[src/rtl/pc_fetch_ctrl.sv]
// pc_fetch_ctrl: program counter and fetch/execute sequencer for a simple core.
//
// Sequence: IDLE -> FETCH (wait for imem_ready) -> EXEC -> FETCH ...
// A misaligned next PC parks the FSM in ERR until reset.
//
// Ports:
//   clk, reset_n           clock, asynchronous active-low reset
//   PCSrc, imm_ext, stall  branch decision, branch offset, hold (EXEC only)
//   imem_ready, imem_rdata instruction memory response (FETCH only)
//   imem_req, imem_addr    fetch request and address (imem_addr == pc)
//   instr, instr_valid, pc instruction being executed and its address
//   misalign_err           sticky misaligned-target flag
//   taken_count            taken-branch counter, saturating
//
// Optional feature: define BRANCH_STATS_EN to add the taken_count port and
// its counter. The default build has neither.
module pc_fetch_ctrl #(
    parameter logic [31:0] RESET_VECTOR = 32'h0000_0000
) (
    input  logic        clk,
    input  logic        reset_n,
    input  logic        PCSrc,
    input  logic [31:0] imm_ext,
    input  logic        stall,
    input  logic        imem_ready,
    input  logic [31:0] imem_rdata,
    output logic        imem_req,
    output logic [31:0] imem_addr,
    output logic [31:0] instr,
    output logic        instr_valid,
    output logic [31:0] pc,
    output logic        misalign_err
`ifdef BRANCH_STATS_EN
    ,
    output logic [31:0] taken_count
`endif
);

    localparam logic [31:0] NOP = 32'h0000_0013;

    typedef enum logic [1:0] {
        IDLE  = 2'd0,
        FETCH = 2'd1,
        EXEC  = 2'd2,
        ERR   = 2'd3
    } state_t;

    state_t      state;
    logic [31:0] next_pc;

    // Modulo-2^32 adder; wrap-around is legal and never flags an error.
    assign next_pc = PCSrc ? (pc + imm_ext) : (pc + 32'd4);

    // Outputs decode the registered state, so an asynchronous reset drops
    // imem_req and instr_valid immediately.
    assign imem_req     = (state == FETCH);
    assign imem_addr    = pc;
    assign instr_valid  = (state == EXEC);
    assign misalign_err = (state == ERR);

    always_ff @(posedge clk or negedge reset_n) begin
        if (!reset_n) begin
            state <= IDLE;
            pc    <= RESET_VECTOR;
            instr <= NOP;
`ifdef BRANCH_STATS_EN
            taken_count <= 32'd0;
`endif
        end else begin
            unique case (state)
                IDLE: begin
                    state <= FETCH;
                end
                FETCH: begin
                    if (imem_ready) begin
                        instr <= imem_rdata;
                        state <= EXEC;
                    end
                end
                EXEC: begin
                    if (!stall) begin
                        pc <= next_pc;
                        if (next_pc[1:0] != 2'b00) begin
                            state <= ERR;
                        end else begin
                            state <= FETCH;
                        end
`ifdef BRANCH_STATS_EN
                        // Counts every taken branch, including one into ERR.
                        if (PCSrc && (taken_count != 32'hFFFF_FFFF)) begin
                            taken_count <= taken_count + 32'd1;
                        end
`endif
                    end
                end
                ERR: begin
                    state <= ERR;
                end
                default: begin
                    state <= IDLE;
                end
            endcase
        end
    end

endmodule

[config.mk]
export PLATFORM = sky130hd
export DESIGN_NAME = pc_fetch_ctrl
export DESIGN_NICKNAME = d
export VERILOG_FILES = /design/src/rtl/pc_fetch_ctrl.sv
export SDC_FILE = /design/constraint.sdc
export NUM_CORES = 1
export LEC_CHECK = 0
export ABC_CLOCK_PERIOD_IN_PS = 8050
export CORE_MARGIN = 2
export CORE_UTILIZATION = 39
export CTS_BUF_LIST = sky130_fd_sc_hd__clkbuf_8 sky130_fd_sc_hd__clkbuf_16
export DETAILED_ROUTE_END_ITERATION = 7
export PLACE_DENSITY_LB_ADDON = 0.12
export SETUP_SLACK_MARGIN = 0.1
export SLEW_MARGIN = 0
export SYNTH_ARGS = -nofsm -noshare
export SYNTH_HDL_FRONTEND = slang
export SYNTH_SLANG_ARGS = --single-unit
[constraint.sdc]
create_clock -name clk -period 8.05 [get_ports clk]
set_clock_uncertainty 0.15 [all_clocks]
set_input_delay 1.61 -clock clk [delete_from_list [all_inputs] [get_ports clk]]
set_output_delay 1.61 -clock clk [all_outputs]
set_load 0.01 [all_outputs]
==> results of run 1 <==
[final cells by class]
class	count	area [um^2]
flip-flops and latches	66	1660
clock inverters	7	78.8
repair buffers	173	1710
fillers	1182	5680
inverters	13	48.8
multi-input cells	425	3010
well taps	172	215
clock buffers	9	225
[registers in the layout, indices dropped and copies added, names as in the netlist]
| register | count |
|---|---|
| state | 2 |
| instr | 32 |
| imem_addr | 32 |
[cell usage in the layout, fill, tap and decap left out, types with 3 or more instances in the layout]
cell	count
buf_4	6
inv_1	13
and2_1	6
nand4_1	9
dfstp_2	3
and3_1	17
nor2b_1	4
a211oi_1	6
clkdlybuf4s50_1	166
a21oi_1	54
dfrtp_1	63
and4_1	5
nor2_1	30
clkbuf_16	9
o21ai_1	4
clkinv_4	4
a31oi_1	5
o21a_1	11
a21boi_0	3
nand2_1	39
a41oi_1	3
nand3_1	20
ha_1	32
o21ai_0	16
a21o_1	23
mux2_2	40
o22ai_1	23
xnor2_1	12
o21bai_1	6
nor3_1	11
mux2i_1	5
xor2_1	12
[worst max-delay path: stages]
cell	delay [ps]
clkdlybuf4s50_1	410
ha_1	250
fa_1	420
a21o_1	200
a21oi_1	260
o21ai_1	150
a21oi_1	390
o31a_1	310
o21bai_1	120
xnor2_1	140
o221ai_1	130
[power by group through the flow]
stage / logic, W / registers (W) / clock network [W]
final: 0.000489 / 0.000481 / 0.000406
after global routing: 0.000527 / 0.000492 / 0.000429
after CTS: 0.000495 / 0.000481 / 0.000411
after detailed placement: 0.000493 / 0.000487 / 0
after global placement: 0.000488 / 0.000480 / 0
after floorplan: 0.000188 / 0.000521 / 0
[per-stage QoR]
| step | area (um^2) | util [%] | setup slack [ps] | total power, W |
|---|---|---|---|---|
| 2_1_floorplan | 5030 | - | 4150 | 0.000709 |
| 3_3_place_gp | 6640 | 52.6 | 3400 | 0.000968 |
| 3_5_place_dp | 6640 | 52.6 | 3340 | 0.000980 |
| 4_1_cts | 6940 | 55.0 | 3680 | 0.00139 |
| 5_1_grt | 6940 | 55.0 | 3440 | 0.00145 |
| 6_report | 6940 | 55.0 | 3700 | 0.00138 |
[cell families (layout without fill, tap and decap cells)]
| family | after synthesis | after routing | share of synthesized area, % |
|---|---|---|---|
| buf+inv | 67 | 202 | 7.39 |
| compound gates | 174 | 174 | 22.3 |
| simple gates | 149 | 149 | 14.9 |
| xor+xnor | 24 | 24 | 4.18 |
| fa+ha+maj | 33 | 33 | 8.36 |
| flops | 66 | 66 | 32.9 |
| mux | 45 | 45 | 9.95 |
[layer usage]
metal	part of all wire (%)	up-vias	global-route usage [%]	routed length [um]
met5	0	-	0	0
met4	1.4	0	5.57	199
met3	5.4	21	3.54	771
met2	48	151	35.3	6890
met1	45	2210	27.3	6510
li1	-	2303	-	-
[path summary, 6_finish.rpt]
check                             start             to  depth (start not counted)
max reg2reg                imem_addr[6]  imem_addr[27]                          9
min in group asynchronous       reset_n   imem_addr[8]                          2
min                            instr[7]       instr[7]                          1
max                          imm_ext[0]  imem_addr[22]                         11
min reg2reg                    instr[7]       instr[7]                          1
max in group asynchronous       reset_n  imem_addr[26]                          2
==> metrics.txt, run 1 <==
status=finished, final reports clean; slew margin rel.=41.9%; Internal=0.000967 W; Initial Utilization=39.9%; clock share of power=29.5%; critical path class=primary input to flip-flop; Crit. End Element=flip-flop; Worst-Margin Slew=872 ps; Synth Flop Type=dfrtp_1; Syn Inst Count=558; Site Rows=41; DRC viols=0; Startpoint Class=primary input; Net Switching=0.000409 W; share of the synthesized area in the top cell type=31.3%; Boundary Pins=168; Yosys cell types=51; drt first pass iters=4; Tightest Hold Check Type=flip-flop to flip-flop; Final period util=54.0%; VDD IR max=0.0989 mV; largest cells by area after synthesis=dfrtp_1, mux2_2, ha_1, a21oi_1, buf_4; # nets final=790; number of synthesized flops with an enable pin=0; number of global-route vias before repair=4618; H-tree levels=3; Tot GR Track Use=20.8%; post_cts resized=0; Root Driver=clkbuf_16; Synth top cells by count=dfrtp_1, a21oi_1, mux2_2; RSZ-0062 raised after global routing=no; worst-path fanout max=5; WL final=14.4 mm; CTS tree=built; Die Y=118 um; dpl cells=849; WP data required=8080 ps; Hold-fix buffers, CTS=0; vias per std cell=5.42; internal reg-to-reg setup slack=4940 ps; CTS Buf Count=9; WL per Instance=16.6 um; largest net degree at the start of global routing=67; core area=0.0126 mm^2; number of hold violations in the final report=0; Peak Freq=230 MHz; switching share of power=29.7%; Clock Latency Late Sink=340 ps; antenna violations before repair=0; Yosys top cell by area=dfrtp_1; Clock Path Buffers=2; Setup TNS=0 ps; Comb pwr share=35.5%; first-pass GRT wire length=23.5 mm; Post-CTS Setup Inserts=0; DR vias=4685; clock sink count=66; top-count cell post-synth=dfrtp_1; Cell Area, Synth=0.00503 mm^2; synthesized flop and latch total=66; gr ovfl total=0; share of flip-flops with an asynchronous set or reset=100%; Seq pwr share=34.9%; fin crit period=4350 ps; Leak Pwr=2.99 nW; Non-Filler Instances=865; Final GP Congestion=0.859; Syn Nets=660; CP arrival=4380 ps; area grow syn2layout=38.0%; Total Die Area=0.0138 mm^2; Port Buf Inserts=167; Syn Area/Cell=9.01 um^2; hold_ws=352 ps; initial DRC count=238; DP HPWL=10.6 mm; DIE WIDTH=118 um; Seq/Total Area, Yosys=32.9%; Final Max Slew Viols=0; fraction of layout cells with a size suffix above 1=11.0%; ANT nets after route=0; Final setup viols=0; number of max-cap violations=0; Diodes inserted=0; CTS clk-pin slew, worst paths=60 ps; Ys Warns=0; power density over the cells=198 mW/mm^2
Note: power is estimated with default switching activity, not from simulation.
==> inputs of run 2 (changes only) <==
--- a/config.mk
+++ b/config.mk
@@ -5,7 +5,7 @@
 export SDC_FILE = /design/constraint.sdc
 export NUM_CORES = 1
 export LEC_CHECK = 0
-export ABC_CLOCK_PERIOD_IN_PS = 8050
+export ABC_CLOCK_PERIOD_IN_PS = 4300
 export CORE_MARGIN = 2
 export CORE_UTILIZATION = 39
 export CTS_BUF_LIST = sky130_fd_sc_hd__clkbuf_8 sky130_fd_sc_hd__clkbuf_16
==> constraint.sdc (replaced) <==
create_clock -name clk -period 4.3 [get_ports clk]
set_clock_uncertainty 0.15 [all_clocks]
set_input_delay 0.86 -clock clk [delete_from_list [all_inputs] [get_ports clk]]
set_output_delay 0.86 -clock clk [all_outputs]
set_load 0.01 [all_outputs]
==> run 2 against run 1 <==
Non-clock buffer count increased by 2. Wire length is 0.56% higher. Design area up 0.52%. Hold slack improved by 0.77 ps. Critical path type unchanged. Clock-buffer cell count unchanged. Critical endpoint is now imem_addr[27]. Sequential cell count is the same. Worst setup slack lost 3000 ps. Core utilization grew 0.29 points. Largest cell class unchanged. Die area is the same.
==> metrics.txt, run 2 (synthesis results as in run 1) <==
worst-path fanout max=3 (-2); slew margin rel.=41.3% (-0.64 points); DRC viols=0 (unchanged); number of hold violations in the final report=0 (unchanged); fraction of layout cells with a size suffix above 1=11.2% (+0.26 points); Crit. End Element=flip-flop; Site Rows=41 (unchanged); Post-Place Setup Slack=316 ps (-3020 ps); Startpoint Class=primary input; fin area=0.00698 mm^2 (+0.52%); Seq pwr share=34.0% (-0.9 points); DP HPWL=10.8 mm (+1.9%); Leak Pwr=3.01 nW (+0.68%); first-pass GRT wire length=23.4 mm (-0.53%); area grow syn2layout=38.7%; Setup TNS=0 ps (unchanged); Boundary Pins=168 (unchanged); DR vias=4745 (+1.3%); Total Die Area=0.0138 mm^2 (unchanged); critical path class=primary input to flip-flop; Tot GR Track Use=20.7% (-0.12 points); drt first pass iters=4 (unchanged); Initial Utilization=39.9% (unchanged); number of global-route vias before repair=4599 (-0.41%); number of max-cap violations=0 (unchanged); commonest non-fill, non-tap cell in the layout=clkdlybuf4s50_1; critical path startpoint=imm_ext[1]; ANT nets after route=0 (unchanged); Comb pwr share=35.0% (-0.5 points); RSZ-0062 raised after global routing=no; switching share of power=29.0% (-0.69 points); Worst-Margin Slew=881 ps (+9.54 ps); Net Switching=0.000765 W (+87%); Final GP Congestion=0.859 (about the same); Final WS setup=684 ps (-3020 ps); # nets final=792 (+0.25%); WL final=14.5 mm (+0.56%); clock sink count=66 (unchanged); Peak Freq=277 MHz; WP data required=4320 ps (-3760 ps); Port Buf Inserts=167 (unchanged); Die Y=118 um (unchanged); DIE WIDTH=118 um (unchanged); Root Driver=clkbuf_16; CP arrival=3640 ps (-740 ps); power density over the cells=378 mW/mm^2 (+91%); worst r2r src=imem_addr[2]; largest net degree at the start of global routing=41 (-39%); fin crit period=3620 ps; placed inst area=0.00665 mm^2 (+0.23%); Final period util=84.1%; hold_ws=353 ps (+0.774 ps); VDD IR max=0.189 mV (+91%); Hold-fix buffers, CTS=0 (unchanged); status=finished, final reports clean; Tightest Hold Check Type=flip-flop to flip-flop; core area=0.0126 mm^2 (unchanged); fill count=1169 (-1.1%); CTS clk-pin slew, worst paths=60 ps (about the same); Clock Latency Late Sink=330 ps (about the same); CTS tree=built; initial DRC count=224 (-5.9%); Diodes inserted=0 (unchanged); most frequent cells in the layout=clkdlybuf4s50_1, dfrtp_1, a21oi_1; Internal=0.00187 W (+93%); post_cts resized=0 (unchanged); antenna violations before repair=0 (unchanged); WL per Instance=16.7 um (+0.32%); Hold Startpoint=instr[10]; H-tree levels=3 (unchanged); CTS Buf Count=9 (unchanged); Final setup viols=0 (unchanged); Final Max Slew Viols=0 (unchanged); Clock Path Buffers=2 (unchanged); clock share of power=31.0% (+1.5 points); vias per std cell=5.47 (+1.0%); gr ovfl total=0 (unchanged); Post-CTS Setup Inserts=0 (unchanged)
-- run 2: layout make-up --
type	count	area, um^2	share of cell area (%)
clock inverters	7	100	1.43
well taps	172	215	3.08
inverters	13	48.8	0.699
clock buffers	9	225	3.23
multi-input cells	425	3010	43.1
flip-flops and latches	66	1660	23.7
repair buffers	175	1730	24.7
-- run 2: worst max-delay path, cell delays in order --
cell	delay (ps)
clkdlybuf4s50_1	460
ha_1	350
a211oi_2	250
o211ai_1	230
a221o_1	460
a21oi_2	260
a31oi_1	240
a31oi_1	250
xor2_1	170
o221ai_1	110
-- run 2: metal layers --
| layer | GRT usage, % | vias up | routed length, um |
|---|---|---|---|
| met1 | 27.5 | 2283 | 6700 |
| met5 | 0 | - | 0 |
| li1 | - | 2318 | - |
| met4 | 4.14 | 0 | 87 |
| met2 | 35.3 | 138 | 6960 |
| met3 | 3.73 | 6 | 699 |
-- run 2: metrics by stage --
stage	util (%)	std cells	power, W
6_report	55.3	867	0.00264
5_1_grt	55.3	867	0.00277
4_1_cts	55.3	867	0.00266
3_3_place_gp	52.7	851	0.00182
2_1_floorplan	-	558	0.00133
3_5_place_dp	52.7	851	0.00184
-- run 2: worst paths after layout --
| path | to | slack, ps | cells after the start |
|---|---|---|---|
| worst max-delay path | imem_addr[27] | 680 | 10 |
| worst min-delay path | instr[10] | 350 | 1 |
| worst max register to register | imem_addr[27] | 1170 | 9 |
| worst min register to register | instr[10] | 350 | 1 |
| max in group asynchronous | instr[4] | 2520 | 2 |
| min in group asynchronous | imem_addr[9] | 500 | 1 |
-- run 2: power groups by stage --
stage	clock (W)	sequential, W	combinational (W)
final	0.000816	0.000897	0.000922
after global placement	0	0.000901	0.000914
after CTS	0.000830	0.000899	0.000931
after detailed placement	0	0.000910	0.000928
after global routing	0.000861	0.000919	0.000990
after floorplan	0	0.000976	0.000352
==> inputs of run 3 (changes only) <==
--- a/config.mk
+++ b/config.mk
@@ -5,7 +5,7 @@
 export SDC_FILE = /design/constraint.sdc
 export NUM_CORES = 1
 export LEC_CHECK = 0
-export ABC_CLOCK_PERIOD_IN_PS = 4300
+export ABC_CLOCK_PERIOD_IN_PS = 3000
 export CORE_MARGIN = 2
 export CORE_UTILIZATION = 39
 export CTS_BUF_LIST = sky130_fd_sc_hd__clkbuf_8 sky130_fd_sc_hd__clkbuf_16
==> constraint.sdc (replaced) <==
create_clock -name clk -period 3 [get_ports clk]
set_clock_uncertainty 0.15 [all_clocks]
set_input_delay 0.6 -clock clk [delete_from_list [all_inputs] [get_ports clk]]
set_output_delay 0.6 -clock clk [all_outputs]
set_load 0.01 [all_outputs]
==> run 3 against run 2 <==
Wire length up 8.9%. Cell count up 9.5%. Largest cell class unchanged. Total power up 47%. Critical endpoint is now imem_addr[30]. Register-to-register slack worse by 930 ps. Clock-buffer cell count up 2. Global-route usage up 2.0 points. Die area unchanged.
==> metrics.txt, run 3 (synthesis results as in run 1) <==
status=finished, final reports clean; met2 Use GR=38.9% (+3.7 points); DIE WIDTH=118 um (unchanged); dpl cells=921 (+8.2%); number of hold violations in the final report=0 (unchanged); Crit. End Element=flip-flop; # nets final=874 (+10%); CTS tree=built; Net Switching=0.00116 W (+51%); clock sink count=66 (unchanged); clock share of power=26.5% (-4.5 points); CTS Buf Count=9 (unchanged); Worst-Margin Slew=666 ps (-215 ps); fill count=1104 (-5.6%); Site Rows=41 (unchanged); power density over the cells=491 mW/mm^2 (+30%); Critical-path top delay cell=clkdlybuf4s50_1; most frequent cells in the layout=clkdlybuf4s50_1, buf_4, dfrtp_1; switching share of power=29.9% (+0.82 points); Internal=0.00271 W (+45%); WL final=15.7 mm (+8.9%); DRC viols=0 (unchanged); critical path class=primary input to flip-flop; fin crit period=2800 ps; Startpoint Class=primary input; DP HPWL=11.7 mm (+8.5%); Diodes inserted=0 (unchanged); WL per Instance=16.6 um (-0.49%); ANT nets after route=0 (unchanged); number of global-route vias before repair=5182 (+13%); Total Die Area=0.0138 mm^2 (unchanged); Final Max Slew Viols=0 (unchanged); WP data required=3100 ps (-1220 ps); Final period util=93.5%; gr ovfl total=0 (unchanged); Final setup viols=0 (unchanged); CP peak stage delay=410 ps (-50 ps); Root Driver=clkbuf_16; Comb pwr share=40.6% (+5.6 points); slew margin rel.=55.6% (+14 points); H-tree levels=3 (unchanged); Die Y=118 um (unchanged); Clock Latency Late Sink=330 ps (about the same); Seq pwr share=33.0% (-1.0 points); fraction of layout cells with a size suffix above 1=25.4% (+14 points); busiest grt layer=met2; CTS clk-pin slew, worst paths=60 ps (about the same); CP arrival=2910 ps (-730 ps); met3 usage=2.96% (-0.78 points); Port Buf Inserts=167 (unchanged); Tightest Hold Check Type=primary input to async pin; hold_ws=144 ps (-209 ps); Final GP Congestion=0.888 (+3.3%); VDD IR max=0.360 mV (+90%); Clock Path Buffers=2 (unchanged); Hold-fix buffers, CTS=0 (unchanged); largest net degree at the start of global routing=43 (+4.9%); antenna violations before repair=0 (unchanged); routing usage on met1=29.6% (+2.1 points); Leak Pwr=3.47 nW (+15%); Non-Filler Instances=949 (+9.5%); DR vias=5192 (+9.4%); number of max-cap violations=0 (unchanged); vias per std cell=5.47 (about the same); fin area=0.00788 mm^2 (+13%); first-pass GRT wire length=26.0 mm (+11%); core area=0.0126 mm^2 (unchanged); Tot GR Track Use=22.7% (+2.0 points); drt first pass iters=5 (+1); RSZ-0062 raised after global routing=yes; Peak Freq=357 MHz; Final Power=0.00387 W (+47%); CP Cell Sequence=clkdlybuf4s50_1 > ha_1 > and2_4 > nand3_1 > a211oi_2 > a21oi_2 > o31a_1 > or3_4 > and3_1 > nor3_2; Boundary Pins=168 (unchanged); placed inst area=0.00720 mm^2 (+8.3%); worst-path fanout max=5 (+2); Initial Utilization=39.9% (unchanged); initial DRC count=314 (+40%); area grow syn2layout=56.7%; commonest non-fill, non-tap cell in the layout=clkdlybuf4s50_1
run 3: metal layers:
metal  vias to the layer above  part of all wire [%]
met4                         0                   2.4
met2                       207                    49
met1                      2475                    43
li1                       2473                     -
met5                         -                     0
met3                        37                   6.2
run 3: what timing repair did:
action	CTS	global route
pin swaps	18	25
gates resized for setup	32	40
buffers inserted	5	7
endpoints found under the setup margin	16	16
hold endpoints to repair	0	0
run 3: final cells by class:
type	instances	area, um^2	share of cell area, %
repair buffers	257	2380	30.2
clock buffers	11	253	3.21
multi-input cells	425	3290	41.8
well taps	172	215	2.73
clock inverters	5	37.5	0.476
flip-flops and latches	66	1660	21.0
inverters	13	48.8	0.619
run 3: stage by stage:
step	TNS (ps)	util, %	worst slack [ps]
2_1_floorplan	0	-	114
3_3_place_gp	-6330	57.1	-470
3_5_place_dp	-7470	57.1	-588
4_1_cts	0	60.9	101
5_1_grt	0	62.5	89.0
6_report	0	62.5	195
run 3: power by group through the flow:
stage	clock network, W	logic, W	registers (W)
after detailed placement	0	0.00146	0.00128
after global routing	0.00109	0.00168	0.00130
after global placement	0	0.00144	0.00126
after floorplan	0	0.000504	0.00140
after CTS	0.00105	0.00154	0.00127
final	0.00102	0.00157	0.00127
run 3: worst paths after layout:
| check | startpoint | end | slack, ps | cells past startpoint |
|---|---|---|---|---|
| min in group clk | instr[25] | instr[25] | 350 | 1 |
| min | reset_n | imem_addr[9] | 140 | 1 |
| min reg2reg | instr[25] | instr[25] | 350 | 1 |
| max reg2reg | imem_addr[3] | imem_addr[29] | 240 | 10 |
| max in group asynchronous | reset_n | instr[0] | 1830 | 2 |
| max | imm_ext[11] | imem_addr[30] | 200 | 10 |
run 3: worst max-delay path, delay by kind of cell:
family	cells	cell delay [ps]
buffers and inverters	1	410
adders and majority gates	1	300
AOI/OAI and AO/OA	3	630
and+or+nand+nor	5	960
